--- src/rtl/if_id_pipe.sv ---
// rtl/if_id_pipe.sv - IF-to-ID pipeline stage with valid/ready handshake, optional skid entry, flush and stall counter
//
// Purpose:
//   Carries the fetched PC and instruction word from IF to ID. With SKID=1 a
//   second (skid) entry lets in_ready be a pure register output, so there is no
//   combinational path from out_ready back to IF. With SKID=0 a single entry is
//   used and in_ready is combinational, which still allows bubble-free
//   replace-on-consume.
//
// Ports:
//   clk        in   1       rising-edge clock
//   rst        in   1       synchronous reset, active-high, highest priority
//   flush      in   1       discard every held and incoming entry
//   in_valid   in   1       IF presents a valid pc/inst
//   in_ready   out  1       stage can accept this cycle
//   in_pc      in   ADDR_W  fetched PC
//   in_inst    in   INST_W  fetched instruction
//   out_valid  out  1       entry presented to ID
//   out_ready  in   1       ID consumes the entry this cycle
//   out_pc     out  ADDR_W  PC to ID (0 when empty)
//   out_inst   out  INST_W  instruction to ID (NOP_INST when empty)
//   stall_cnt  out  CNT_W   saturating count of cycles with out_valid & !out_ready

module if_id_pipe #(
    parameter int                ADDR_W   = 32,
    parameter int                INST_W   = 32,
    parameter int                SKID     = 1,
    parameter logic [INST_W-1:0] NOP_INST = '0,
    parameter int                CNT_W    = 16
) (
    input  logic              clk,
    input  logic              rst,
    input  logic              flush,
    input  logic              in_valid,
    output logic              in_ready,
    input  logic [ADDR_W-1:0] in_pc,
    input  logic [INST_W-1:0] in_inst,
    output logic              out_valid,
    input  logic              out_ready,
    output logic [ADDR_W-1:0] out_pc,
    output logic [INST_W-1:0] out_inst,
    output logic [CNT_W-1:0]  stall_cnt
);

    typedef enum logic [1:0] {
        ST_EMPTY = 2'd0,
        ST_ONE   = 2'd1,
        ST_TWO   = 2'd2
    } state_e;

    state_e              state_q, state_d;
    logic [ADDR_W-1:0]   pc_q, pc_d;
    logic [INST_W-1:0]   inst_q, inst_d;
    logic [ADDR_W-1:0]   skid_pc_q, skid_pc_d;
    logic [INST_W-1:0]   skid_inst_q, skid_inst_d;
    logic                rdy_q, rdy_d;
    logic [CNT_W-1:0]    cnt_q, cnt_d;

    logic                accept;
    logic                consume;

    // Handshake events. in_ready already folds in rst, so nothing is
    // accepted while the stage is being reset.
    assign accept  = in_valid && in_ready;
    assign consume = out_valid && out_ready;

    // ------------------------------------------------------------------
    // State register
    // ------------------------------------------------------------------
    always_ff @(posedge clk) begin
        if (rst) begin
            state_q     <= ST_EMPTY;
            pc_q        <= '0;
            inst_q      <= NOP_INST;
            skid_pc_q   <= '0;
            skid_inst_q <= NOP_INST;
            rdy_q       <= 1'b1;
            cnt_q       <= '0;
        end else begin
            state_q     <= state_d;
            pc_q        <= pc_d;
            inst_q      <= inst_d;
            skid_pc_q   <= skid_pc_d;
            skid_inst_q <= skid_inst_d;
            rdy_q       <= rdy_d;
            cnt_q       <= cnt_d;
        end
    end

    // ------------------------------------------------------------------
    // Next-state logic
    // ------------------------------------------------------------------
    always_comb begin
        state_d     = state_q;
        pc_d        = pc_q;
        inst_d      = inst_q;
        skid_pc_d   = skid_pc_q;
        skid_inst_d = skid_inst_q;
        cnt_d       = cnt_q;

        case (state_q)
            ST_EMPTY: begin
                if (accept) begin
                    state_d = ST_ONE;
                end
            end
            ST_ONE: begin
                // Without a skid entry in_ready is low whenever a held entry
                // is not being consumed, so accept-without-consume only
                // happens when SKID is enabled.
                if (accept && !consume) begin
                    state_d = (SKID != 0) ? ST_TWO : ST_ONE;
                end else if (!accept && consume) begin
                    state_d = ST_EMPTY;
                end
            end
            ST_TWO: begin
                if (consume) begin
                    state_d = ST_ONE;
                end
            end
            default: begin
                state_d = ST_EMPTY;
            end
        endcase

        // Redirect wins over every handshake; an entry accepted in this
        // cycle is dropped along with everything already held.
        if (flush) begin
            state_d = ST_EMPTY;
        end

        // Main register: cleared whenever the stage ends up empty so stale
        // data can never leak onto the outputs.
        if (state_d == ST_EMPTY) begin
            pc_d   = '0;
            inst_d = NOP_INST;
        end else if (state_q == ST_TWO && consume) begin
            pc_d   = skid_pc_q;
            inst_d = skid_inst_q;
        end else if (accept && (state_q == ST_EMPTY || consume)) begin
            pc_d   = in_pc;
            inst_d = in_inst;
        end

        // Skid register catches the entry that arrives while ID stalls.
        if (state_q == ST_ONE && accept && !consume && !flush) begin
            skid_pc_d   = in_pc;
            skid_inst_d = in_inst;
        end

        // Registered ready: low only when both entries are occupied.
        rdy_d = (state_d != ST_TWO);

        if (out_valid && !out_ready && !flush && (cnt_q != {CNT_W{1'b1}})) begin
            cnt_d = cnt_q + {{(CNT_W-1){1'b0}}, 1'b1};
        end
    end

    // ------------------------------------------------------------------
    // Outputs
    // ------------------------------------------------------------------
    always_comb begin
        out_valid = (state_q != ST_EMPTY);
        out_pc    = pc_q;
        out_inst  = inst_q;
        stall_cnt = cnt_q;
        if (SKID != 0) begin
            in_ready = rdy_q && !rst;
        end else begin
            in_ready = ((state_q == ST_EMPTY) || out_ready) && !rst;
        end
    end

endmodule
--- config.mk ---
export PLATFORM = sky130hd
export DESIGN_NAME = if_id_pipe
export DESIGN_NICKNAME = d
export VERILOG_FILES = /design/src/rtl/if_id_pipe.sv
export SDC_FILE = /design/constraint.sdc
export NUM_CORES = 1
export LEC_CHECK = 0
export ABC_AREA = 0
export CORE_ASPECT_RATIO = 0.7
export CORE_MARGIN = 8
export CORE_UTILIZATION = 36
export DETAILED_ROUTE_END_ITERATION = 7
export SYNTH_ARGS = -nofsm -noshare
export SYNTH_HDL_FRONTEND = slang
export SYNTH_SLANG_ARGS = --single-unit
--- constraint.sdc ---
create_clock -name clk -period 4.3 [get_ports clk]
set_input_delay 0.86 -clock clk [delete_from_list [all_inputs] [get_ports clk]]
set_output_delay 0.86 -clock clk [all_outputs]
set_load 0.03 [all_outputs]
======== Word-level counts from Yosys, hierarchy flattened ========
Cells that the tools add are included.
storage, ports and cells
  register bits ........................... 147
  bits of input ports ..................... 69
  output and inout port bits .............. 82
operators by class
  $add $sub $neg .......................... 1
  equal/unequal tests ..................... 4
  muxes and demuxes ....................... 10
  reductions and logical operators ........ 24
operators by type and width
  kind                     count
  $mux W32                 4
  $add A16 B1 Y16 const B  1
  $ne A16 B16 Y1 const B   1
  $logic_and A1 B1 Y1      13
  $mux W2                  5
  $pmux W2 S3              1
  $logic_not A1 Y1         5
  $logic_not A2 Y1         2
  $reduce_bool A2 Y1       2
  $eq A2 B1 Y1 const B     1
  $eq A2 B2 Y1 const B     1
  $ne A2 B2 Y1 const B     1
  $reduce_or A2 Y1         1
  $logic_or A1 B1 Y1       1

======== Depth between registers and ports, before layout ========
Gate-level depths: netlist of run 1.
  word-level depth ........................ 11
  mapped depth ............................ 7
  gate-level depth less buffers ........... 5

======== Worst setup path after synthesis of run 1 ========
No wires, ideal clock.
  path kind ............................... input to output
  start point ............................. in rst
  end point ............................... out in_ready
  arrival ................................. 1.658 ns
  setup slack ............................. 1.782 ns
  cell stages on the path ................. 3
  cell sequence ........................... buf_2 clkbuf_1 nor2b_1
between the ends
  word-level cells in the longest chain between the ends .. 2
ends and longest elaborated chain
  what                 line  source
  start, declared      32    input logic rst,
  $logic_not A1 Y1     n/a
  $logic_and A1 B1 Y1  169   in_ready = rdy_q && !rst;
  end, declared        35    output logic in_ready,
Every way passes these cells.

======== Final worst setup path of run 1 ========
Ends and elaborated chain as after synthesis.

==> results.md, run 1 <==
* Synth Area in XOR/XNOR at 0%
* Initial antenna violation count at 0
* Clock Power Share at between 50% and 60%
* RSZ-0062 raised after global routing: false
* IO Port Bufs at 150
* Die H at approximately 120 um
* Cell Area, Synth at around 5900 um^2
* DRC viols at 0
* Crit Path Class: input port to output pin
* Mux cell area share after synthesis at roughly 1.1%
* Die X at between 150 and 200 um
* CTS tree: built
* Main combinational cell family by area after synthesis: simple AND/OR/NAND/NOR gates
* Worst-path maximum fanout at 43
* Fmax at 351 MHz
* Area leader, netlist: dfxtp_1
* Final Non-Filler Cells at around 1,100
* Root Buffer: clkbuf_16
* Min Tclk post-route at between 2000 and 3000 ps
* Post-synth top area share at approximately 50%
* Most numerous cell in the Yosys netlist: nand2_1
* Comb pwr share at under 10%
* Vias in the first global route at ~5,200
* Clock buffer depth at 2
* Crit path capture type: output pin
* Max-Cap Viols at 0
* EDFF count, synth at 0
* Post-synthesis sequential area ratio at 49.7%
* Post-Synth Simple-Gate Area at 23.0%
* Max Clock Skew at 9.75 ps
* Post-synth ARST share at 0%
* Vias/cell at 4.97
* Worst Tran Pin Value at about 760 ps
* Postcts setup bufs at 0
* Initial Util at 36.5%
* Crit start category: input port
* Final hold slack at 454 ps
* Crit path required time at approximately 3400 ps
* I/O pins at 151
* Router iterations before antenna repair at 5
* Seq cells post-synth at ~150
* Relative slew slack at between 40 and 50%
* Synthesized Nets at roughly 830
* Hold_buf cts at 0
* P_sw at between 0.0007 and 0.0008 W
* Placer Congestion at 0.757
* Maximum vdd drop at approximately 0.21 mV
* GRT Total Usage at between 15 and 20%
* Post-synthesis adder-cell area fraction at less than 1%
* Placed Cells incl. Taps at between 1,000 and 1,500
* Ant. Diodes at 0
* # nets final at between 900 and 1,000
* Mean Syn Cell Area at a little under 8 um^2
* WP data arrival at slightly below 2000 ps
* Main synth FF type: dfxtp_1
* Grt total ovfl at 0
* DR WL/cell at around 15 um
* Hold Path Class: flop to flop
* Sw Share at 22.7%
* Largest cells by area after synthesis: dfxtp_1 (50%), nand2_1 (17%), a31oi_1 (6.9%), a21oi_1 (6.5%), o21ai_0 (4.7%)
* # rows at 39
* Synth-to-Final Area Change at 38.3%
* PD cells at roughly 400 nW/um^2
* Total core area at 16,200 um^2
* Post-synth top cells: nand2_1 (262), dfxtp_1 (147), a21oi_1 (77)
* Post-DP HPWL at ~10,000 um
* WL final at roughly 17,000 um
* Die Area at 20,900 um^2
* Cell variety after synth at 38
* Largest net degree at the start of global routing at between 100 and 150
* Final Hold Fails at 0
* Post-synthesis cell count at around 760
* Compound-Gate Fraction of Synth Area at between 20% and 30%
* Vias at 5,520
* CTS resizes at 0
* Setup tns final at 0 ps
* Status: complete, no violations
* Post-place setup slack at roughly 1300 ps
* H-tree depth at 4
* Synth Warn # at 0
* Share of layout cells above drive strength 1 at just over 6%
* Worst setup margin at between 1000 and 1500 ps
* Clk sinks at ~150
* Cell Int Power at roughly 0.0025 W
* Clk_lat worst skew at 420 ps
* Routed Antenna Nets at 0
* CTS buffer count at 17
* Period utilisation layout at 66.3%
* Slew Viols, Final at 0
* CTS clk-pin slew, worst paths at about 60 ps
* DRT iter0 DRCs at about 380
* First-pass GRT wire length at about 28,000 um
* Sequential share of power at around 43%
* Lkg Pwr at about 2.8 nW
* # setup viols final at 0
==> power groups by stage <==
stage / registers (W) / logic [W] / clock network (W)
floorplan: 0.00143 / 0.0000848 / 0
global placement: 0.00141 / 0.000223 / 0
detailed placement: 0.00141 / 0.000223 / 0
CTS: 0.00138 / 0.000224 / 0.00168
global route: 0.00138 / 0.000241 / 0.00174
finish: 0.00138 / 0.000221 / 0.00165
==> per-stage QoR <==
stage	total power [W]	cell area, um^2	utilization [%]
floorplan	0.00152	5920	-
finish	0.00325	8190	50.5
global route	0.00336	8190	50.5
CTS	0.00328	8190	50.5
global placement	0.00164	7540	46.5
detailed placement	0.00164	7540	46.5
==> worst max-delay path, stage by stage <==
cell and delay (ps):
buf_4 240, nor2b_1 180, clkdlybuf4s50_1 690
==> path summary, 6_finish.rpt <==
kind / cells past startpoint / slack, ps / from / to
hold reg to reg: 2 / 450 / skid_inst_q[19] / skid_inst_q[19]
hold / removal: 2 / 450 / skid_inst_q[19] / skid_inst_q[19]
setup reg to reg: 5 / 2180 / state_q[0] / skid_inst_q[17]
setup / recovery: 3 / 1450 / rst / in_ready
==> per-layer routing <==
layer / track usage [%] / wire length (um) / vias to the layer above
met1: 22.4 / 8520 / 2503
met5: 0 / 0 / -
li1: - / - / 2848
met2: 24.7 / 7180 / 152
met3: 4.69 / 1060 / 17
met4: 5.12 / 187 / 0
==> sequential cells by signal, indices dropped and copies added, names as in the netlist <==
register     count
out_pc          32
skid_inst_q     32
stall_cnt       16
state_q          2
rdy_q            1
out_inst        32
skid_pc_q       32
==> layout by cell type (no fill, tap or decap), types with 3 or more instances in the layout <==
| cell type | n |
|---|---|
| a21oi_1 | 77 |
| a31oi_1 | 65 |
| and2_1 | 4 |
| and4_1 | 3 |
| buf_12 | 3 |
| buf_4 | 6 |
| bufinv_16 | 5 |
| clkbuf_16 | 17 |
| clkdlybuf4s50_1 | 149 |
| clkinv_2 | 3 |
| dfxtp_1 | 147 |
| inv_1 | 5 |
| inv_6 | 4 |
| mux2_2 | 5 |
| nand2_1 | 262 |
| nand3_1 | 4 |
| nand3b_1 | 3 |
| nand4_1 | 4 |
| nor2_1 | 6 |
| nor2b_1 | 7 |
| nor4_1 | 6 |
| o21ai_0 | 56 |
| o21ai_1 | 10 |
| o31ai_1 | 6 |
| or4_1 | 6 |
==> cell families after synthesis <==
logic type	after synthesis
mux	6
simple gates	317
buf+inv	67
flops	147
fa+ha+maj	1
compound gates	220
==> layout make-up <==
type	instances	area [um^2]
Timing Repair Buffer	158	1600
Multi-Input combinational cell	544	2700
Tap cell	225	282
Fill cell	1602	8010
Sequential cell	147	2940
Inverter	5	18.8
Clock inverter	15	226
Clock buffer	17	425
Power figures use the tool's default switching activity.
==> inputs of run 2 (changes only) <==
clock period = 2.6 ns   (was 4.3 ns; I/O delays follow)
==> run 2 against run 1 <==
Sequential share of layout area grew 0.29 points. Global-route usage down 0.26 points. Clock skew is essentially flat. Worst setup slack worse by 1200 ps. Total power rose by 50%. Critical endpoint is now out_valid. Largest cell class unchanged. Largest power group is now sequential cells. Highest routed layer is now met5.
==> results.md, run 2 (synthesis results as in run 1) <==
* Status: complete, no violations (unchanged)
* CP Launch Point: state_q[0] (was rst)
* Final Non-Filler Cells at 1,115 (was 1,111)
* IO Port Bufs at 150 (unchanged)
* CP Depth at 2 (was 3)
* Area after DPL at 7590 um^2 (was 7540 um^2)
* Worst-path maximum fanout at 8 (was 43)
* Worst setup margin at 236 ps (was 1450 ps)
* First-pass GRT wire length at 27,500 um (was 27,800 um)
* Vias at 5,593 (was 5,520)
* Max Clock Skew at 9.40 ps (was 9.75 ps)
* Synth-to-Final Area Change at 37.2% (was 38.3%)
* Clk sinks at 147 (unchanged)
* Root Buffer: clkbuf_16 (unchanged)
* Fillcell total at 1,629 (was 1,602)
* PD cells at 599 nW/um^2 (was 397 nW/um^2)
* Commonest cells after routing, fill and taps aside: nand2_1 (262), clkdlybuf4s50_1 (149), dfxtp_1 (147), a21oi_1 (77), a31oi_1 (65) (unchanged)
* # nets final at 947 (was 943)
* DR WL/cell at 15.3 um (about the same)
* Die Area at 20,900 um^2 (unchanged)
* Maximum vdd drop at 0.335 mV (was 0.215 mV)
* Hold Path Class: input port to flop (was flop to flop)
* Min Tclk post-route at 2360 ps
* Postcts setup bufs at 0 (unchanged)
* CP endpoint: out_valid (was in_ready)
* CP max stage delay at 670 ps (was 690 ps)
* Reg2Reg Setup Slack at 700 ps (was 2180 ps)
* Router iterations before antenna repair at 5 (unchanged)
* Worst R2R Start: stall_cnt[0] (was state_q[0])
* Crit path required time at 2080 ps (was 3440 ps)
* Most common cell after layout, fill and taps aside: nand2_1 (unchanged)
* Fmax at around 420 MHz
* Final instance area at 8120 um^2 (was 8190 um^2)
* Largest net degree at the start of global routing at 91 (was 129)
* Worst reg-to-reg path cell count at 5 (unchanged)
* CTS buffer count at 17 (unchanged)
* Worst Tran Pin Value at 974 ps (was 759 ps)
* Clk_lat worst skew at 410 ps (was 420 ps)
* Relative slew slack at 35.0% (was 49.4%)
* Initial Util at 36.5% (unchanged)
* # rows at 39 (unchanged)
* Delay-heaviest family, CP: buffers and inverters (unchanged)
* Total core area at 16,200 um^2 (unchanged)
* Clock buffer depth at 2 (unchanged)
* Max-Cap Viols at 0 (unchanged)
* Vias/cell at 5.02 (was 4.97)
* Lkg Pwr at 2.79 nW (was 2.83 nW)
* DRT iter0 DRCs at 410 (was 378)
* Placed Cells incl. Taps at 1,083 (was 1,079)
* DRC viols at 0 (unchanged)
* Placer Congestion at 0.794 (was 0.757)
* WL final at 17,100 um (was 16,900 um)
* Crit Reg-Reg Endpoint: stall_cnt[13] (was skid_inst_q[17])
* Slowest library cell on the worst path: clkdlybuf4s50_1 (unchanged)
* Initial antenna violation count at 1 (was 0)
* Post-place setup slack at 228 ps (was 1260 ps)
* GRT Total Usage at 16.2% (was 16.4%)
* Crit Path Class: flop to output pin (was input port to output pin)
* Ant. Diodes at 0 (unchanged)
* Post-DP HPWL at 10,600 um (was 10,400 um)
* Routed Antenna Nets at 0 (unchanged)
* Final Hold Fails at 0 (unchanged)
* I/O pins at 151 (unchanged)
* Slew Viols, Final at 0 (unchanged)
* Grt total ovfl at 0 (unchanged)
* WP data arrival at 1840 ps (was 1990 ps)
* CTS resizes at 0 (unchanged)
* RSZ-0062 raised after global routing: false (unchanged)
* Crit start category: flop (was input port)
* Cell Chain, Critical Path: or2_2 -> clkdlybuf4s50_1 (was buf_4 -> nor2b_1 -> clkdlybuf4s50_1)
* Period utilisation layout at between 90% and 100%
* H-tree depth at 4 (unchanged)
* Crit path capture type: output pin (unchanged)
* WP buf/inv at 1 (was 2)
* Hold_buf cts at 0 (unchanged)
* Die H at 123 um (unchanged)
* Die X at 169 um (unchanged)
* CTS clk-pin slew, worst paths at 60 ps (about the same)
* Final core utilization at 50.1% (was 50.5%)
* # setup viols final at 0 (unchanged)
* Share of layout cells above drive strength 1 at 6.29% (was 6.09%)
* Vias in the first global route at 5,259 (was 5,211)
* CTS tree: built (unchanged)
* Setup tns final at 0 ps (unchanged)
[run 2: cell types whose count changed in the layout (fill, tap and decap cells not counted), moves of 2 or more]
cell,previous run,this run
buf_12,3,5
buf_4,6,8
bufinv_16,5,0
clkbuf_1,0,2
clkinvlp_4,2,5
inv_6,4,2
[run 2: per-stage QoR]
step / total power (W) / hold slack, ps
6_report: 0.00487 / 391
3_3_place_gp: 0.00271 / 442
4_1_cts: 0.00492 / 364
2_1_floorplan: 0.00251 / 437
3_5_place_dp: 0.00271 / 447
5_1_grt: 0.00504 / 386
[run 2: final cells by class]
cell class	count	area, um^2	share of cell area [%]
inverter	5	18.8	0.231
tap	225	282	3.47
sequential	147	2940	36.2
clock inverter	12	83.8	1.03
multi-input combinational	544	2700	33.2
timing repair buffer	162	1650	20.3
clock buffer	20	447	5.50
[run 2: how the worst min path moves through the flow]
| stage | startpoint | endpoint | slack [ps] | depth (start not counted) |
|---|---|---|---|---|
| after floorplan | skid_inst_q[0] | skid_inst_q[0] | 440 | 2 |
| after global placement | skid_pc_q[23] | skid_pc_q[23] | 440 | 2 |
| final | rst | rdy_q | 390 | 2 |
| after detailed placement | skid_inst_q[31] | skid_inst_q[31] | 450 | 2 |
| after CTS | rst | rdy_q | 360 | 2 |
| after global routing | rst | rdy_q | 390 | 2 |
[run 2: per-layer routing]
metal  routed length (um)  global-route usage (%)  vias up
met5                   13                       0        -
met4                  261                    5.73        2
met3                 1000                    4.69       19
met2                 7290                    24.9      139
met1                 8490                    21.4     2579
li1                     -                       -     2854
[run 2: power breakdown]
group,leakage (nW),switching (W),total (W),internal [W]
Sequential,1.19,0.0000141,0.00229,0.00227
Clock,0.249,0.000964,0.00221,0.00124
Combinational,1.35,0.000203,0.000371,0.000168
==> inputs of run 3 (changes only) <==
clock period = 2.9 ns   (was 2.6 ns; I/O delays follow)
==> run 3 against run 2 <==
Via count down 0.80%. Sequential cell count unchanged. First-iteration DRC count down 5.1%. Worst setup slack better by 200 ps. Die area unchanged. Sequential share of layout area down 0.54 points. Total power about the same. Non-clock buffer count down 2. Critical path depth unchanged. Register-to-register slack better by 320 ps. Routed wire length up 1.8%.
==> results.md, run 3 (synthesis results as in run 1) <==
* P_sw at 0.00103 W (was 0.00118 W)
* H-tree depth at 4 (unchanged)
* Vias at 5,548 (was 5,593)
* # nets final at 945 (was 947)
* Share of layout cells above drive strength 1 at 5.98% (was 6.29%)
* CP max stage delay at 680 ps (was 670 ps)
* DR WL/cell at 15.6 um (was 15.3 um)
* RSZ-0062 raised after global routing: false (unchanged)
* Cell Int Power at 0.00383 W (was 0.00369 W)
* Hold_buf cts at 0 (unchanged)
* WP data arrival at 1880 ps (was 1840 ps)
* Clock buffer depth at 2 (unchanged)
* Post-DP HPWL at 10,500 um (was 10,600 um)
* Storage element area at 2940 um^2 (unchanged)
* CTS clk-pin slew, worst paths at 60 ps (about the same)
* Clk sinks at 147 (unchanged)
* CTS resizes at 0 (unchanged)
* Initial Util at 36.5% (unchanged)
* Die Area at 20,900 um^2 (unchanged)
* Sequential share of power at 42.2% (was 47.0%)
* Worst Tran Pin Value at 907 ps (was 974 ps)
* Total core area at 16,200 um^2 (unchanged)
* Setup tns final at 0 ps (unchanged)
* Initial antenna violation count at 0 (was 1)
* Delay-heaviest family, CP: buffers and inverters (unchanged)
* Worst setup margin at 438 ps (was 236 ps)
* CTS tree: built (unchanged)
* Hold Path Class: input port to flop (unchanged)
* Grt total ovfl at 0 (unchanged)
* Max Clock Skew at 8.91 ps (was 9.40 ps)
* # rows at 39 (unchanged)
* Routed Antenna Nets at 0 (unchanged)
* Clock Power Share at 51.1% (was 45.4%)
* Clk_lat worst skew at 420 ps (was 410 ps)
* Postcts setup bufs at 0 (unchanged)
* Router iterations before antenna repair at 4 (was 5)
* Largest net degree at the start of global routing at 102 (was 91)
* Status: complete, no violations (unchanged)
* WP buf/inv at 1 (unchanged)
* PD cells at 590 nW/um^2 (was 599 nW/um^2)
* Min Tclk post-route at 2460 ps
* Ant. Diodes at 0 (unchanged)
* Multi-input logic area at 2700 um^2 (unchanged)
* Final Hold Fails at 0 (unchanged)
* CTS buffer count at 17 (unchanged)
* Cell Chain, Critical Path: or2_2 -> clkdlybuf4s50_1 (unchanged)
* GRT Total Usage at 16.5% (was 16.2%)
* Post-place setup slack at 422 ps (was 228 ps)
* Synth-to-Final Area Change at 39.3% (was 37.2%)
* Final hold slack at 393 ps (was 391 ps)
* Crit path capture type: output pin (unchanged)
* Die X at 169 um (unchanged)
* Worst-path maximum fanout at 8 (unchanged)
* Max-Cap Viols at 0 (unchanged)
* Fmax at 406 MHz
* Vias/cell at 4.99 (was 5.02)
* Slowest library cell on the worst path: clkdlybuf4s50_1 (unchanged)
* Crit Path Class: flop to output pin (unchanged)
* Period utilisation layout at between 80% and 90%
* I/O pins at 151 (unchanged)
* IO Port Bufs at 150 (unchanged)
* WL final at 17,400 um (was 17,100 um)
* Fillcell total at 1,619 (was 1,629)
* Commonest cells after routing, fill and taps aside: nand2_1 (262), clkdlybuf4s50_1 (149), dfxtp_1 (147), a21oi_1 (77), a31oi_1 (65) (unchanged)
* Most common cell after layout, fill and taps aside: nand2_1 (unchanged)
* DRC viols at 0 (unchanged)
* Die H at 123 um (unchanged)
* # setup viols final at 0 (unchanged)
* Relative slew slack at 39.5% (was 35.0%)
* Root Buffer: clkbuf_16 (unchanged)
* Placer Congestion at 0.764 (was 0.794)
* Sw Share at 21.2% (was 24.3%)
* First-pass GRT wire length at 27,900 um (was 27,500 um)
* Lkg Pwr at 2.86 nW (was 2.79 nW)
* Crit path required time at 2320 ps (was 2080 ps)
* Comb pwr share at 6.8% (was 7.6%)
* Crit start category: flop (unchanged)
* Slew Viols, Final at 0 (unchanged)
* Vias in the first global route at 5,330 (was 5,259)
* DRT iter0 DRCs at 389 (was 410)
* Maximum vdd drop at 0.311 mV (was 0.335 mV)
run 3: cell types whose count changed in the layout (fill, tap and decap cells not counted), sizes merged:
cell,change
clkinvlp,-5
bufinv,+5
clkinv,-4
clkbuf,+4
inv,-1
buf,-2
run 3: power groups by stage:
| stage | Clock, W | Sequential [W] | Combinational, W |
|---|---|---|---|
| after floorplan | 0 | 0.00212 | 0.000126 |
| after global placement | 0 | 0.00210 | 0.000331 |
| after detailed placement | 0 | 0.00210 | 0.000330 |
| after CTS | 0.00254 | 0.00205 | 0.000332 |
| after global routing | 0.00262 | 0.00205 | 0.000358 |
| final | 0.00248 | 0.00205 | 0.000329 |
run 3: worst paths after layout:
kind / startpoint / cells after the start / slack (ps) / end
worst max register to register: stall_cnt[0] / 5 / 1020 / stall_cnt[13]
worst max-delay path: state_q[0] / 2 / 440 / out_valid
worst min register to register: skid_pc_q[12] / 2 / 450 / skid_pc_q[12]
worst min-delay path: rst / 2 / 390 / skid_inst_q[11]
run 3: routing by layer:
layer | up-vias | track usage [%] | wire [um]
li1 | 2844 | - | -
met1 | 2559 | 21.9 | 8580
met2 | 130 | 25.7 | 7580
met3 | 15 | 5.07 | 1020
met4 | 0 | 4.90 | 174
met5 | - | 0 | 0
run 3: metrics by stage:
stage	power, W	cell area [um^2]	instances	util (%)
floorplan	0.00225	5920	758	-
global placement	0.00243	7580	1081	46.8
detailed placement	0.00243	7580	1081	46.8
CTS	0.00492	8250	1112	50.9
global route	0.00503	8250	1112	50.9
finish	0.00487	8250	1112	50.9
run 3: cell type report:
class | instances | area share [%]
Multi-Input combinational cell | 544 | 32.7
Inverter | 5 | 0.228
Timing Repair Buffer | 160 | 19.8
Tap cell | 225 | 3.41
Sequential cell | 147 | 35.7
Clock buffer | 24 | 6.08
Clock inverter | 7 | 2.03
==> variant (flow settings as in run 3) <==
`pc_q` no longer has a reset.
--- a/src/rtl/if_id_pipe.sv
+++ b/src/rtl/if_id_pipe.sv
@@ -71,5 +71,4 @@
         if (rst) begin
             state_q     <= ST_EMPTY;
-            pc_q        <= '0;
             inst_q      <= NOP_INST;
             skid_pc_q   <= '0;
@@ -79,5 +78,4 @@
         end else begin
             state_q     <= state_d;
-            pc_q        <= pc_d;
             inst_q      <= inst_d;
             skid_pc_q   <= skid_pc_d;
@@ -86,4 +84,8 @@
             cnt_q       <= cnt_d;
         end
+    end
+
+    always_ff @(posedge clk) begin
+        pc_q <= pc_d;
     end
 
Function: differs if rst is asserted again (counterexample within 4 cycles, from zero or initial values and one cycle with rst high); with rst held inactive, the same outputs for 4 cycles.
==> variant against run 3 <==
  * Sequential cell count is the same
  * Non-clock buffer count up 4
  * Setup slack got worse by 0.052 ns
  * Critical path depth increased by 1
  * Routed wire length increased by 7.1%
  * Via count up 4.3%
  * Synthesized area is 1.9% higher
  * Design area rose by 0.70%
  * Synthesized cell count is 1.7% higher
  * Power is 4.9% lower
  * Core utilization down 0.10 points
  * Critical path type unchanged
  * Largest cell class unchanged
==> variant: results (changes against run 3) <==
CTS placed an instance of clkbuf_16 at the clock tree root. The global-route wire length before repair is 29540 um (+6.0%). The worst-case register-to-register setup slack is 0.74 ns (-0.28 ns). The final estimated routing congestion in global placement came out at 0.8360 (+9.5%). The via density per instance came to 5.154 (+3.3%).

The number of global-route vias before repair came out at 5352 (+0.41%). The HPWL after detailed placement came to 11340 um (+8.2%). The final-layout fill cell count is 1550 (-4.3%). The number of iterations in the first detailed-routing pass is 5 (+1). Ranked by total cell area, the synthesized netlist is headed by dfxtp_1 (49%), nand2_1 (12%), a311oi_1 (9.3%), a21oi_1 (6.5%), nand3_1 (5.8%). The fraction of layout cells with a size suffix above 1 came out at 0.06125 (+0.001495).

The post-synthesis cell type count came out at 40 (+5.3%). Grouping stages by cell kind, the critical path spends the most delay in buffers and inverters. The total leakage power is 2.783 nW (-2.7%). The number of gates resized after cts is 0 (unchanged). The worst register-to-register path ends at stall_cnt[8]. The largest net degree at the start of global routing is 105 (+2.9%). The capture endpoint of the worst hold path is skid_pc_q[3].

The number of cells after detailed placement is 1092 (+1.0%). The count of nets after finishing is 956 (+1.2%). The launch point of the worst hold path is skid_pc_q[3].

The portion of the post-synthesis area used by sequential elements is 0.4877 (-0.009378). The flow ran to the end, and the final reports show no timing, DRC or antenna violations. The largest voltage drop on the vdd net was 0.0002966 V (-4.7%).

The maximum clock insertion buffer count came out at 2 (unchanged). The arrival time reported for the critical path endpoint came to 1.93 ns (+0.05 ns). The overall routing resource usage came to 0.1725 (+0.007025). The number of cells traversed by the worst register-to-register path came to 6 (+1). The number of nets produced by synthesis came to 841 (+1.6%).

The largest incremental delay on the critical path is 0.71 ns (+0.03 ns). The total number of vias is 5788 (+4.3%). The initial DRC count came out at 486 (+25%). The actual slew at the worst max-slew pin is 0.8158 ns (-0.09127 ns). The slowest stage of the critical path belongs to the cell clkdlybuf4s50_1. The path class of the lowest-slack min-delay path is register to register.

The final worst clock skew came out at 0.005776 ns (-0.003130 ns). In the synthesized netlist, the cells that appear most often are nand2_1 (198), dfxtp_1 (147), a21oi_1 (78), nor2_1 (75), nand3_1 (70). The post-detailed-placement cell area is 7710 um^2 (+1.8%). The average cell area after synthesis came out at 7.827 um^2 (+0.20%).

The detailed-route wire length per cell is 16.57 um (+6.1%). The quantity of I/O buffers inserted on ports came out at 150 (unchanged).
variant: changes by cell type after synthesis, sizes merged, moves of 60 or more:
cell    before  now
a31oi       66    2
nand2      262  198
a311oi       0   64
nor2         7   75
nand3        4   70
o21ai       66    6
variant: worst min-delay path, stage by stage (launching register included):
cell and delay, ns:
dfxtp_1 0.31, nand2_1 0.05, a21oi_1 0.05
variant: layout make-up:
type | instances | share of cell area
flip-flops and latches | 147 | 0.3544
multi-input cells | 552 | 0.3416
repair buffers | 164 | 0.1968
clock buffers | 21 | 0.05546
well taps | 225 | 0.03391
clock inverters | 10 | 0.01597
inverters | 4 | 0.001808
variant: stage by stage:
stage	total power, mW	setup WS [ns]	hold slack [ns]	utilization
2_1_floorplan	2.261	0.7077	0.4366	-
3_3_place_gp	2.450	0.3647	0.4432	0.4716
3_5_place_dp	2.448	0.3408	0.4465	0.4716
4_1_cts	4.695	0.3748	0.4549	0.5079
5_1_grt	4.814	0.2571	0.4667	0.5079
6_report	4.628	0.3857	0.4534	0.5079
variant: routing by layer:
metal  routed length [um]  vias up  GRT usage
met1                 9204     2663     0.2428
met4                  132        0    0.04424
met3                 1570       12    0.06206
met5                    0        -          0
li1                     -     2936          -
met2                 7695      177     0.2430
variant: power breakdown:
part | total [mW] | switching (mW) | internal, mW
Sequential | 2.05 | 0.0117 | 2.04
Combinational | 0.352 | 0.198 | 0.154
Clock | 2.23 | 0.838 | 1.39
Total | 4.63 | 1.05 | 3.58
variant: cell families after synthesis:
kind of cell / after synthesis / synth area share
flops: 147 / 0.4877
fa+ha+maj: 1 / 0.002073
simple gates: 385 / 0.2760
buf+inv: 72 / 0.04769
mux: 2 / 0.003525
compound gates: 164 / 0.1831
variant: worst max-delay path by stage:
stage	from	to	slack, ns	cells past startpoint
final	state_q[1]	out_valid	0.39	3
after global routing	state_q[1]	out_valid	0.26	3
after CTS	state_q[1]	out_valid	0.37	3
after detailed placement	flush	stall_cnt[8]	0.34	6
after global placement	flush	stall_cnt[8]	0.36	6
after floorplan	stall_cnt[0]	stall_cnt[10]	0.71	6
